**config.mk**
```make
export PLATFORM = sky130hd
export DESIGN_NAME = bus_master_engine
export DESIGN_NICKNAME = d
export VERILOG_FILES = /design/src/rtl/bus_master_engine_pkg.sv /design/src/rtl/bus_master_engine.sv
export SDC_FILE = /design/constraint.sdc
export NUM_CORES = 1
export LEC_CHECK = 0
export ABC_AREA = 1
export CORE_AREA = 4 4 85 87
export DETAILED_ROUTE_END_ITERATION = 6
export DIE_AREA = 0 0 89 91
export PLACE_DENSITY_LB_ADDON = 0.1
export SKIP_CTS_REPAIR_TIMING = 1
export SKIP_LAST_GASP = 1
export SYNTH_ARGS = -nofsm -noshare
export SYNTH_HDL_FRONTEND = slang
export SYNTH_SLANG_ARGS = --single-unit
```
**constraint.sdc**
```tcl
create_clock -name clk -period 3.9 [get_ports clk]
set_input_delay 0.78 -clock clk [delete_from_list [all_inputs] [get_ports clk]]
set_output_delay 0.78 -clock clk [all_outputs]
set_load 0.02 [all_outputs]
```
**src/rtl/bus_master_engine_pkg.sv**
```systemverilog
// Shared definitions for the bus master engine: default widths,
// command direction constants and the engine state encoding.
package bus_master_engine_pkg;

  localparam int ADDR_W_DEF = 16;
  localparam int DATA_W_DEF = 32;
  localparam int LEN_W_DEF  = 4;

  localparam logic CMD_RD = 1'b0;
  localparam logic CMD_WR = 1'b1;

  typedef enum logic [2:0] {
    ST_IDLE  = 3'd0,
    ST_REQ   = 3'd1,
    ST_XFER  = 3'd2,
    ST_RTAIL = 3'd3,
    ST_DONE  = 3'd4
  } bus_state_t;

endpackage

```
**src/rtl/bus_master_engine.sv**
```systemverilog
// Bus master engine: accepts single/burst read or write commands from a
// local client, requests the shared bus, issues one beat per granted
// cycle and returns read data one cycle after each read address.
module bus_master_engine
  import bus_master_engine_pkg::*;
#(
  parameter int ADDR_W = ADDR_W_DEF,
  parameter int DATA_W = DATA_W_DEF,
  parameter int LEN_W  = LEN_W_DEF
) (
  input  logic              clk,
  input  logic              reset_n,
  input  logic              cmd_valid,
  output logic              cmd_ready,
  input  logic              cmd_wr,
  input  logic [ADDR_W-1:0] cmd_addr,
  input  logic [LEN_W-1:0]  cmd_len,
  input  logic [DATA_W-1:0] wd_data,
  output logic              wd_pop,
  output logic              rsp_valid,
  output logic [DATA_W-1:0] rsp_rdata,
  output logic              done,
  output logic              m_req,
  output logic              m_wr,
  output logic [ADDR_W-1:0] m_addr,
  output logic [DATA_W-1:0] m_dout,
  input  logic              m_grant,
  input  logic [DATA_W-1:0] m_din
);

  localparam logic [LEN_W-1:0] BEAT_ONE = LEN_W'(1);

  bus_state_t        state;
  logic [LEN_W-1:0]  beat;
  logic              rd_pend;

  logic              wr_q;
  logic [ADDR_W-1:0] addr_q;
  logic [LEN_W-1:0]  len_q;

  logic              xfer_beat;
  logic              last_beat;

  // A beat only completes in a granted XFER cycle.
  assign xfer_beat = (state == ST_XFER) && m_grant;
  assign last_beat = (beat == len_q);

  // Control FSM: state, beat counter and the pending-read-data flag.
  always_ff @(posedge clk) begin
    if (!reset_n) begin
      state   <= ST_IDLE;
      beat    <= '0;
      rd_pend <= 1'b0;
    end else begin
      rd_pend <= xfer_beat && (wr_q == CMD_RD);
      case (state)
        ST_IDLE: begin
          if (cmd_valid) begin
            beat  <= '0;
            state <= ST_REQ;
          end
        end
        ST_REQ: begin
          if (m_grant) begin
            state <= ST_XFER;
          end
        end
        ST_XFER: begin
          if (!m_grant) begin
            // Grant lost: re-request and resume at the same beat.
            state <= ST_REQ;
          end else if (last_beat) begin
            state <= (wr_q == CMD_WR) ? ST_DONE : ST_RTAIL;
          end else begin
            beat <= beat + BEAT_ONE;
          end
        end
        ST_RTAIL: state <= ST_DONE;
        ST_DONE:  state <= ST_IDLE;
        default:  state <= ST_IDLE;
      endcase
    end
  end

  // Command fields are held for the whole transaction once accepted.
  always_ff @(posedge clk) begin
    if (state == ST_IDLE && cmd_valid) begin
      wr_q   <= cmd_wr;
      addr_q <= cmd_addr;
      len_q  <= cmd_len;
    end
  end

  // Output decode; everything is forced to 0 while reset is asserted and
  // bus data/address stay 0 outside granted beats so the bus can be OR-muxed.
  always_comb begin
    cmd_ready = 1'b0;
    m_req     = 1'b0;
    m_wr      = 1'b0;
    m_addr    = '0;
    m_dout    = '0;
    wd_pop    = 1'b0;
    rsp_valid = 1'b0;
    rsp_rdata = '0;
    done      = 1'b0;
    if (reset_n) begin
      cmd_ready = (state == ST_IDLE);
      m_req     = (state == ST_REQ) || (state == ST_XFER);
      done      = (state == ST_DONE);
      if (xfer_beat) begin
        // Address wraps naturally at 2^ADDR_W.
        m_addr = addr_q + ADDR_W'(beat);
        if (wr_q == CMD_WR) begin
          m_wr   = 1'b1;
          m_dout = wd_data;
          wd_pop = 1'b1;
        end
      end
      // Read data arrives on m_din the cycle after its address.
      if (rd_pend) begin
        rsp_valid = 1'b1;
        rsp_rdata = m_din;
      end
    end
  end

endmodule

```
==> run metrics <==
status completed; main area contributors after synthesis edfxtp_1 26%, inv_1 15%, nand2_1 10%, nor2_1 9.9%, nor2_4 7.4%; Final Cell Area between 4000 and 5000 um2; dpl cell area 4180 um2; WL/cell about 13 um; crit-path cells ha_1 > inv_1 > fa_1 > inv_1 > nand3_1 > nand2_1 > nand2_1 > o21ai_0 > nand2_1 > nor2_1 > clkdlybuf4s50_1; io pins 175; crit-path max cell delay 600 ps; RR Startpoint state[2]; hold_ws 495 ps; Leak slightly below 0.002 uW; Slew Limit Fails 0; largest net degree at the start of global routing 34; Critical Path Start Type flip-flop; initial core utilization between 30% and 40%; die width about 89 um; via/cell ratio 4.31; min-delay worst type reg2reg; top-area cell type share of the netlist area 26.0%; CTS buffer count 5; Post-DRT Antenna Nets 0; Mapped Cells between 300 and 400; vias 2630; Post-Place Setup Slack ~370 ps; crit path time final ~3600 ps; Final Hold Viols 0; Setup crit start beat[0]; RSZ-0062 raised after global routing false; Hold Path Origin wr_q; Max Cap Viol 0; hold depth 1; worst skew pair latency about 270 ps; Critical Path Most Common Cell nand2_1; Syn Area/Cell 6.76 um2; # DRC 0; # clock sinks 29; Pwr per Cell Area roughly 330 nW/um2; CP Class reg2out; WP data required 3120 ps; Total Routing Usage GR a little under a fifth; layout cell share with drive strength beyond 1 ~9%; die area just over 8000 um2; CORE AREA roughly 6300 um2; Clock Tree Buf Depth 2; fmax 280 MHz; Ys Warns 0; CTS tree built; leading cell type in the layout, fill and taps excluded clkdlybuf4s50_1; capture point of the worst reg-to-reg path addr_q[13]; Tcrit/Tclk final about nine tenths; Crit path arrival time between 2000 and 3000 ps; Synth-to-Final Area Change 77.6%; initial antenna violation count 0; syn nets between 400 and 500; Mapped Area roughly 2400 um2; total gr overflow 0; Final Wtd Congestion between 0.8 and 0.9; drt initial violations 88; Worst-path clk slew approximately 60 ps; flops & latches, synth 29; worst-case reg-to-reg path depth 3; Die Span Y between 90 and 100 um; most frequent cells in the layout 174 x clkdlybuf4s50_1, 96 x inv_1, 66 x nand2_1; Util after Layout between 60 and 70%; antenna fix cells 0; Hold Path End rd_pend; Final #Nets 627; drt pass-1 iters 4; clk_skew roughly 2.7 ps; CP endpoint kind primary output; drt total wl around 8000 um; IO Port Bufs around 170; Max-Slew Margin vs Limit about half; Final setup viols 0; area leader, netlist edfxtp_1; sequential fraction of the synthesis area 32.7%; fillcell total roughly 540; Setup WS post-layout about 330 ps; post-synth cell types 32; dpl hpwl 6780 um; r2r setup slk between 2000 and 2500 ps; CP max stage cell clkdlybuf4s50_1; htree depth 2; worst-path maximum fanout 6; Crit path max-delay family buffers and inverters; worst ir drop on vdd approximately 0.33 mV; first-pass GRT wire length 12200 um; row count 29; TNS Setup 0 ps; root buf cell clkbuf_8; Worst-Margin Slew roughly 800 ps; vias in the first global route 2451; Buf/Inv on CP 3
flip-flops by register name, indices dropped and copies added (netlist names):
name	flops
rd_pend	1
state	3
beat	4
addr_q	16
len_q	4
wr_q	1
metrics by stage:
step / std cells / power, uW
final: 610 / 1400
after floorplan: 358 / 862
after global routing: 610 / 1510
after global placement: 602 / 1080
after CTS: 610 / 1410
after detailed placement: 602 / 1100
worst register-to-register path: stages (launching register included):
cell and delay (ps):
dfxtp_1 350, nor3_1 310, nand2_1 180, inv_1 610
area by class of cell:
| type | instances | area, um2 | share of cell area, % |
|---|---|---|---|
| multi-input cells | 222 | 1170 | 27.2 |
| well taps | 77 | 96.3 | 2.24 |
| clock buffers | 7 | 86.3 | 2.01 |
| inverters | 98 | 370 | 8.61 |
| repair buffers | 176 | 1760 | 40.8 |
| clock inverters | 1 | 30.0 | 0.698 |
| flip-flops and latches | 29 | 791 | 18.4 |
layer usage:
layer / vias up / share of wire [%] / global-route usage [%]
met4: 0 / 0.85 / 3.72
met2: 100 / 52 / 36.0
met5: - / 0 / 0
li1: 1396 / - / -
met3: 8 / 9.9 / 4.89
met1: 1126 / 38 / 21.2
worst max-delay path by stage:
stage | slack, ps | to | cells after the start
2_1_floorplan | 1230 | m_addr[10] | 10
6_report | 330 | m_addr[14] | 11
3_5_place_dp | 370 | m_dout[17] | 8
3_3_place_gp | 390 | m_dout[17] | 8
4_1_cts | 250 | m_addr[10] | 11
5_1_grt | 120 | m_addr[10] | 11
logic make-up after synthesis:
logic type / Yosys count / synth area share, %
simple gates: 190 / 38.8
buf+inv: 107 / 19.2
flops: 29 / 32.7
compound gates: 25 / 5.58
fa+ha+maj: 6 / 3.41
xor+xnor: 1 / 0.362
synth_stat cells, drive strengths merged:
library cell,number
nor3,8
nor2,97
a31oi,1
a21boi,1
nor4,2
o21ai,8
nand2,69
edfxtp,21
o21a,1
clkbuf,3
ha,5
xnor2,1
nand4,1
nand3b,1
fa,1
dfxtp,8
nand3,12
a21oi,14
buf,6
inv,98
report_power, final:
part           switching, uW  internal [uW]
sequential              71.1            425
combinational            336            257
clock                    108            208
Note: power is estimated with default switching activity, not from simulation.
